===== src/rtl/stopwatch_ctrl.sv =====
// Stopwatch sequencer: start/stop/clear FSM, tenth-second prescaler and a 4-digit BCD cascade (0:00.0 .. 9:59.9).
// Latency: buttons act on the edge that samples them; digits, running and wrap are registered and update on that same edge.
// Backpressure: none. Buttons are single-cycle pulses; a held button counts as one pulse per cycle.
//
// Ports:
//   clk            - rising-edge clock
//   reset          - asynchronous active-high reset; clears all state
//   btn_start_stop - toggles run/pause (IDLE->RUN, RUN->PAUSE, PAUSE->RUN)
//   btn_clear      - zeroes digits and prescaler and returns to IDLE; beats start/stop
//   d_tenths, d_sec_ones, d_sec_tens, d_min - BCD digits for the display driver
//   running        - high while in RUN
//   wrap           - one-cycle pulse when the count rolls 9:59.9 -> 0:00.0
module stopwatch_ctrl #(
  parameter int TICK_DIV = 10000000
) (
  input  logic       clk,
  input  logic       reset,
  input  logic       btn_start_stop,
  input  logic       btn_clear,
  output logic [3:0] d_tenths,
  output logic [3:0] d_sec_ones,
  output logic [3:0] d_sec_tens,
  output logic [3:0] d_min,
  output logic       running,
  output logic       wrap
);

  localparam int            PW         = $clog2(TICK_DIV);
  localparam logic [PW-1:0] PRESC_LAST = PW'(TICK_DIV - 1);

  typedef enum logic [1:0] {
    ST_IDLE  = 2'd0,
    ST_RUN   = 2'd1,
    ST_PAUSE = 2'd2
  } state_t;

  state_t        r_state;
  state_t        w_state_nxt;
  logic [PW-1:0] r_presc;
  logic [PW-1:0] w_presc_nxt;
  logic          w_run;
  logic          w_tick;
  logic [3:0]    r_d_tenths;
  logic [3:0]    r_d_sec_ones;
  logic [3:0]    r_d_sec_tens;
  logic [3:0]    r_d_min;
  logic          r_wrap;
  // {carry_out, sum} of each limited incrementor stage
  logic [4:0]    w_inc_tenths;
  logic [4:0]    w_inc_sec_ones;
  logic [4:0]    w_inc_sec_tens;
  logic [4:0]    w_inc_min;

  // Limited incrementor: a+ci, folding to 0 with a carry when it reaches lim.
  function automatic logic [4:0] lim_inc(input logic [3:0] a, input logic ci, input logic [4:0] lim);
    logic [4:0] s;
    s = {1'b0, a} + {4'b0000, ci};
    if (s >= lim) begin
      return 5'b1_0000;
    end
    return {1'b0, s[3:0]};
  endfunction

  // ---------------- FSM ----------------
  always_ff @(posedge clk or posedge reset) begin
    if (reset) begin
      r_state <= ST_IDLE;
    end else begin
      r_state <= w_state_nxt;
    end
  end

  always_comb begin
    w_state_nxt = r_state;
    if (btn_clear) begin
      // clear wins over a simultaneous start/stop, which is dropped
      w_state_nxt = ST_IDLE;
    end else if (btn_start_stop) begin
      case (r_state)
        ST_IDLE:  w_state_nxt = ST_RUN;
        ST_RUN:   w_state_nxt = ST_PAUSE;
        ST_PAUSE: w_state_nxt = ST_RUN;
        default:  w_state_nxt = ST_IDLE;
      endcase
    end
  end

  // ---------------- prescaler ----------------
  // Counting follows the current state, so the cycle that samples a pause
  // still counts (and may still tick); the partial tenth survives the pause.
  assign w_run  = (r_state == ST_RUN);
  assign w_tick = w_run && (r_presc == PRESC_LAST) && !btn_clear;

  always_comb begin
    w_presc_nxt = r_presc;
    if (btn_clear) begin
      w_presc_nxt = '0;
    end else if (w_run) begin
      w_presc_nxt = w_tick ? '0 : (r_presc + PW'(1));
    end
  end

  always_ff @(posedge clk or posedge reset) begin
    if (reset) begin
      r_presc <= '0;
    end else begin
      r_presc <= w_presc_nxt;
    end
  end

  // ---------------- digit cascade ----------------
  // Whole carry chain settles in one cycle; all digits load on the same edge.
  assign w_inc_tenths   = lim_inc(r_d_tenths,   w_tick,            5'd10);
  assign w_inc_sec_ones = lim_inc(r_d_sec_ones, w_inc_tenths[4],   5'd10);
  assign w_inc_sec_tens = lim_inc(r_d_sec_tens, w_inc_sec_ones[4], 5'd6);
  assign w_inc_min      = lim_inc(r_d_min,      w_inc_sec_tens[4], 5'd10);

  always_ff @(posedge clk or posedge reset) begin
    if (reset) begin
      r_d_tenths   <= 4'd0;
      r_d_sec_ones <= 4'd0;
      r_d_sec_tens <= 4'd0;
      r_d_min      <= 4'd0;
      r_wrap       <= 1'b0;
    end else if (btn_clear) begin
      r_d_tenths   <= 4'd0;
      r_d_sec_ones <= 4'd0;
      r_d_sec_tens <= 4'd0;
      r_d_min      <= 4'd0;
      r_wrap       <= 1'b0;
    end else begin
      r_d_tenths   <= w_inc_tenths[3:0];
      r_d_sec_ones <= w_inc_sec_ones[3:0];
      r_d_sec_tens <= w_inc_sec_tens[3:0];
      r_d_min      <= w_inc_min[3:0];
      // minutes carry only happens on a tick from 9:59.9, so it marks the rollover
      r_wrap       <= w_inc_min[4];
    end
  end

  assign d_tenths   = r_d_tenths;
  assign d_sec_ones = r_d_sec_ones;
  assign d_sec_tens = r_d_sec_tens;
  assign d_min      = r_d_min;
  assign running    = w_run;
  assign wrap       = r_wrap;

endmodule


===== config.mk =====
export PLATFORM = sky130hd
export DESIGN_NAME = stopwatch_ctrl
export DESIGN_NICKNAME = d
export VERILOG_FILES = /design/src/rtl/stopwatch_ctrl.sv
export SDC_FILE = /design/constraint.sdc
export NUM_CORES = 1
export LEC_CHECK = 0
export CAP_MARGIN = 25
export CORE_AREA = 2 2 77 79
export DETAILED_ROUTE_END_ITERATION = 6
export DIE_AREA = 0 0 79 81
export GPL_TIMING_DRIVEN = 0
export PLACE_DENSITY_LB_ADDON = 0.15
export SYNTH_ARGS = -nofsm -noshare
export SYNTH_HDL_FRONTEND = slang
export SYNTH_SLANG_ARGS = --single-unit

===== constraint.sdc =====
create_clock -name clk -period 12.2 [get_ports clk]
set_clock_uncertainty 0.2 [all_clocks]
set_input_delay 2.44 -clock clk [delete_from_list [all_inputs] [get_ports clk]]
set_output_delay 2.44 -clock clk [all_outputs]
set_load 0.03 [all_outputs]

* Word-level counts from Yosys, hierarchy flattened
Cells that the tools add are included.
Operators by class: $add $sub $neg 5, $lt $le $gt $ge 4, equal/unequal tests 3, mux-type cells 23, reduce and logical (&&, ||, !) cells 7
Operators with widths (count):
- $mux 24 | 3
- $mux 5 | 8
- $add 24x1->24 const B | 1
- $eq 24x24->1 const B | 1
- $add 4x1->5 | 4
- $mux 4 | 4
- $ge 5x4->1 const B | 3
- $ge 5x3->1 const B | 1
- $mux 1 | 5
- $mux 2 | 2
- $pmux 2 s2 | 1
- $reduce_bool 2->1 | 2
- $eq 2x1->1 const B | 1
- $eq 2x2->1 const B | 1
- $logic_and 1x1->1 | 2
- $logic_not 2->1 | 1
- $reduce_or 2->1 | 1
- $logic_not 1->1 | 1
Storage, ports and cells: register bits 43, output and inout port bits 18

* Logic depth before layout (Yosys ltp)
Gate-level depths: netlist (run 1).
word-level depth 20, mapped depth 27, gate-level depth less buffers 27

* Worst setup path before layout (run 1)
No wires, ideal clock.
kind input -> register, start input port btn_clear, end register r_d_min[3] (netlist: d_min[3]), library setup time 72 ps, arrival 6767 ps, data required time 11928 ps, setup slack 5161 ps, stages 24, path through nand2b_1 -> clkbuf_1 -> nor2_1 -> ha_1 -> ha_1 -> nor2_1 -> a41oi_1 -> o22a_1 -> ha_1 -> ha_1 -> nor2_1 -> a41oi_1 -> o22a_1 -> ha_1 -> ha_1 -> and4b_1 -> a21oi_1 -> o22a_1 -> ha_1 -> ha_1 -> a211oi_1 -> nor3_1 -> or2_2 -> nor2_1
On the way: cells in the longest elaborated chain, start to end 19
Ends and longest elaborated chain:
- start: declaration | RTL line 19 | input logic btn_clear,
- $logic_not 1->1 | RTL line 92 | assign w_tick = w_run && (r_presc == PRESC_LAST) && !btn_clear;
- $logic_and 1x1->1 | RTL line 92
- $add 4x1->5 | RTL line 57 | s = {1'b0, a} + {4'b0000, ci};
- $ge 5x4->1 | RTL line 58 | if (s >= lim) begin
- $mux 1 | RTL line 58
- $mux 5 | RTL line 61 | return {1'b0, s[3:0]};
- $add 4x1->5 | RTL line 57
- $ge 5x4->1 | RTL line 58
- [... 3 more ...]
- $ge 5x3->1 | RTL line 58
- $mux 1 | RTL line 58
- $mux 5 | RTL line 61
- $add 4x1->5 | RTL line 57
- $ge 5x4->1 | RTL line 58
- $mux 1 | RTL line 58
- $mux 5 | RTL line 61
- $mux 4 (*) | RTL line 125 | end else if (btn_clear) begin
- end signal: assignment | RTL line 135 | r_d_min <= w_inc_min[3:0];
- end: declaration | RTL line 46 | logic [3:0] r_d_min;
Mark *: on every way between the ends. The rest lies on a longest branch, timed or not. A chain may end at the register's enable or synchronous reset.

* Worst setup path in the final report (run 1)
start input port btn_clear, end register r_d_min[2] (netlist: d_min[2])
Same word-level chain as after synthesis.

==> metrics.txt, run 1 <==
htree depth 2; number of fill cells 554; overflow left after global routing 0; commonest cells after routing, fill and taps aside sky130_fd_sc_hd__dfrtp_1, sky130_fd_sc_hd__nor2_1, sky130_fd_sc_hd__clkdlybuf4s50_1; Period Utilization, post-route between 60% and 70%; number of antenna violations at the first check in global routing 0; Netlist Area Pre-Place about 0.0024 mm²; minimum setup slack among reg-to-reg paths ~6 ns; static leakage power ~1.2 nW; Peak VDD IR 71.3 µV; clock period minus final worst setup slack 7.68 ns; clock-pin transition on the worst setup and hold timing paths ~0.080 ns; final setup slack of the worst path about 4.5 ns; reg-to-reg endpoint d_min[2]$_DFF_PP0_; Syn Inst Count between 200 and 300; clock root buffer sky130_fd_sc_hd__clkbuf_8; drt via density roughly 5.4; max capacitance violation total 0; Synth Flop Type sky130_fd_sc_hd__dfrtp_1; max-slew violations 0; vias a little under 2k; post-CTS setup repair buffer count 0; Warnings, synthesis 0; slew margin rel. a little under two thirds; PwrDens around 97 mW/mm²; number of iterations in the first detailed-routing pass 4; floorplan core area ~0.0057 mm²; I/O Pins 22; wire length per cell ~14 µm; TritonCTS clock tree done; number of clock sinks between 40 and 50; Detail Placement HPWL 3670 µm; worst r2r path cells 26; antenna diode count 0; fraction of layout cells with a size suffix above 1 under 10%; net count after synthesis 271; maximum root-to-sink buffer count 2; CP arrival 7.70 ns; outcome finished clean; maximum number of pins on one net before global-route repair 25; transition time at the pin with the least slew margin approximately 0.54 ns; post-cts resize count 0; upper clock frequency limit around 0.13 GHz; weighted congestion reported at the end of routability-driven placement slightly below 0.8; setup TNS 0 ns; via count of the first global-routing pass around 1.8k; wire length of the first global-routing pass between 8000 and 9000 µm; reg-to-reg critical path startpoint r_presc[13]$_DFFE_PP0P_; die area between 0.006 and 0.007 mm²; number of routed nets with antenna violations 0; site row count 28; top fanout value on the critical path 9; Routed Wire Length about 5100 µm; proportion of synthesized flip-flops having asynchronous set or reset between 90% and 100%; number of distinct library cells after synthesis between 40 and 50; sequential area share after synthesis ~45%; Iter 0 DRT Violations 96; setup repair after global routing missed its margin no; Worst setup EP type flip-flop; hold buffers post-CTS 0; Final Net Count 300; number of remaining DRC errors 0; floorplan die width between 70 and 80 µm; critical path class primary input to flip-flop; effective utilization at floorplan a little over two fifths; number of clock buffers inserted by TritonCTS 5; pre-CTS setup slack 4.26 ns; area growth from synthesis to layout 17.7%; GRT Util Overall between 10% and 20%; Post-Syn Area per Cell around 9.4 µm²; number of synthesized register bits 43; Worst EP required 12.22 ns; most common library cell in the layout ignoring fill and taps sky130_fd_sc_hd__dfrtp_1; Vert. Die Dim 81 µm; Clock Latency Late Sink ~0.28 ns; EDFF count, synth 0; number of endpoints failing setup at the final stage 0; final number of hold-violating endpoints 0; Critical Path End d_min[2]$_DFF_PP0_; Critical Path Source btn_clear; Worst Hold Class flip-flop to flip-flop; Port Buffer Count 21; crit start category primary input
[per-layer routing]
metal | vias up | part of all wire [%] | GRT usage (%)
met4 | 0 | 0.67 | 4.14
met5 | - | 0 | 0
met2 | 35 | 46 | 26.0
met1 | 923 | 49 | 24.9
li1 | 996 | - | -
met3 | 2 | 4.3 | 3.56
[flip-flops by register name, summed over array words and instances, names as in the netlist]
signal,count
r_presc,24
wrap,1
r_state,2
d_sec_tens,4
d_sec_ones,4
d_min,4
d_tenths,4
[synthesized netlist by cell type (2+ instances only)]
cell type,n,area (µm²)
sky130_fd_sc_hd__a21oi_1,16,80.1
sky130_fd_sc_hd__a22o_1,2,17.5
sky130_fd_sc_hd__a31oi_1,10,62.6
sky130_fd_sc_hd__a41oi_1,3,26.3
sky130_fd_sc_hd__and2_1,5,31.3
sky130_fd_sc_hd__and3_1,4,25.0
sky130_fd_sc_hd__buf_2,3,15.0
sky130_fd_sc_hd__buf_6,2,22.5
sky130_fd_sc_hd__clkbuf_1,5,18.8
sky130_fd_sc_hd__dfrtp_1,43,1080
sky130_fd_sc_hd__ha_1,9,113
sky130_fd_sc_hd__inv_1,13,48.8
sky130_fd_sc_hd__mux2i_1,5,50.1
sky130_fd_sc_hd__nand2_1,19,71.3
sky130_fd_sc_hd__nand2b_1,5,31.3
sky130_fd_sc_hd__nand3_1,18,90.1
sky130_fd_sc_hd__nand4_1,11,68.8
sky130_fd_sc_hd__nor2_1,27,101
sky130_fd_sc_hd__nor3_1,4,20.0
sky130_fd_sc_hd__nor4_1,2,12.5
sky130_fd_sc_hd__nor4_4,2,42.5
sky130_fd_sc_hd__o21ai_0,9,45.0
sky130_fd_sc_hd__o22a_1,3,26.3
sky130_fd_sc_hd__or2_2,3,18.8
sky130_fd_sc_hd__or3_1,7,43.8
sky130_fd_sc_hd__or4_1,2,15.0
sky130_fd_sc_hd__xnor2_1,5,43.8
sky130_fd_sc_hd__xor2_1,5,43.8
[per-stage QoR]
stage	cells	hold slack, ns	total power, W	area (µm²)	utilization (%)
final	362	0.289	0.000276	2840	50.1
after global placement	354	0.286	0.000173	2720	47.9
after global routing	362	0.321	0.000289	2840	50.1
after CTS	362	0.301	0.000280	2840	50.1
after detailed placement	355	0.290	0.000174	2740	48.3
after floorplan	258	0.242	0.000165	2420	-
[how the worst min path moves through the flow]
stage / from / end / slack, ns / depth (start not counted)
5_1_grt: r_presc[23]$_DFFE_PP0P_ / r_presc[23]$_DFFE_PP0P_ / 0.32 / 1
4_1_cts: r_presc[23]$_DFFE_PP0P_ / r_presc[23]$_DFFE_PP0P_ / 0.30 / 1
3_5_place_dp: r_presc[23]$_DFFE_PP0P_ / r_presc[23]$_DFFE_PP0P_ / 0.29 / 1
3_3_place_gp: r_presc[23]$_DFFE_PP0P_ / r_presc[23]$_DFFE_PP0P_ / 0.29 / 1
6_report: r_presc[23]$_DFFE_PP0P_ / r_presc[23]$_DFFE_PP0P_ / 0.29 / 1
2_1_floorplan: r_presc[23]$_DFFE_PP0P_ / r_presc[23]$_DFFE_PP0P_ / 0.24 / 1
[cells by family after synthesis]
group           count (synthesis)  synth area share, %
flops                          43                 44.5
fa+ha+maj                       9                 4.66
compound gates                 48                 12.9
mux                             6                 2.54
other cells                     1                0.155
simple gates                  118                 27.3
xor+xnor                       10                 3.62
buf+inv                        23                 4.35
[power by group]
part | internal, W | switching, W | total (W)
logic | 0.00000910 | 0.0000163 | 0.0000254
registers | 0.000144 | 0.00000134 | 0.000145
clock network | 0.0000600 | 0.0000450 | 0.000105
[area by class of cell]
class / count / area [µm²] / area share, %
multi-input combinational: 192 / 1240 / 43.5
sequential: 43 / 1080 / 37.8
timing repair buffer: 22 / 230 / 8.10
tap: 75 / 93.8 / 3.30
clock buffer: 6 / 72.6 / 2.55
buffer: 10 / 56.3 / 1.98
inverter: 13 / 48.8 / 1.72
clock inverter: 1 / 30.0 / 1.06
[worst max-delay path: stages]
cell                              delay (ns)
sky130_fd_sc_hd__clkdlybuf4s50_1        0.46
sky130_fd_sc_hd__nand2b_1               0.09
sky130_fd_sc_hd__clkbuf_1               0.42
sky130_fd_sc_hd__nor2_1                 0.11
sky130_fd_sc_hd__ha_1                   0.23
sky130_fd_sc_hd__ha_1                   0.29
sky130_fd_sc_hd__nor2_1                 0.09
sky130_fd_sc_hd__a41oi_1                0.05
sky130_fd_sc_hd__o22a_1                 0.23
sky130_fd_sc_hd__ha_1                   0.22
sky130_fd_sc_hd__ha_1                   0.29
sky130_fd_sc_hd__nor2_1                 0.09
sky130_fd_sc_hd__a41oi_1                0.05
sky130_fd_sc_hd__o22a_1                 0.22
sky130_fd_sc_hd__ha_1                   0.23
sky130_fd_sc_hd__ha_1                   0.32
sky130_fd_sc_hd__and4b_1                0.20
sky130_fd_sc_hd__a21oi_1                0.13
sky130_fd_sc_hd__o22a_1                 0.19
sky130_fd_sc_hd__ha_1                   0.21
sky130_fd_sc_hd__ha_1                   0.24
sky130_fd_sc_hd__nor2b_1                0.06
sky130_fd_sc_hd__a211oi_1               0.28
sky130_fd_sc_hd__nor3_1                 0.11
sky130_fd_sc_hd__or2_2                  0.30
sky130_fd_sc_hd__nor2_1                 0.11
Note: power is estimated with default switching activity, not from simulation.
==> inputs of run 2 (changes only) <==
==> constraint.sdc (replaced) <==
create_clock -name clk -period 7.4 [get_ports clk]
set_clock_uncertainty 0.2 [all_clocks]
set_input_delay 1.48 -clock clk [delete_from_list [all_inputs] [get_ports clk]]
set_output_delay 1.48 -clock clk [all_outputs]
set_load 0.03 [all_outputs]
==> results of run 2 <==
Same layout as run 1 (identical final DEF). Status: finished clean.
Main changes from that run: setup slack after placement 4.26 ns -> 0.417 ns; setup slack after layout 4.52 ns -> 0.681 ns; register-to-register setup slack 6.03 ns -> 1.23 ns; total power 0.000276 W -> 0.000455 W; worst IR drop on VDD 71.3 µV -> 118 µV
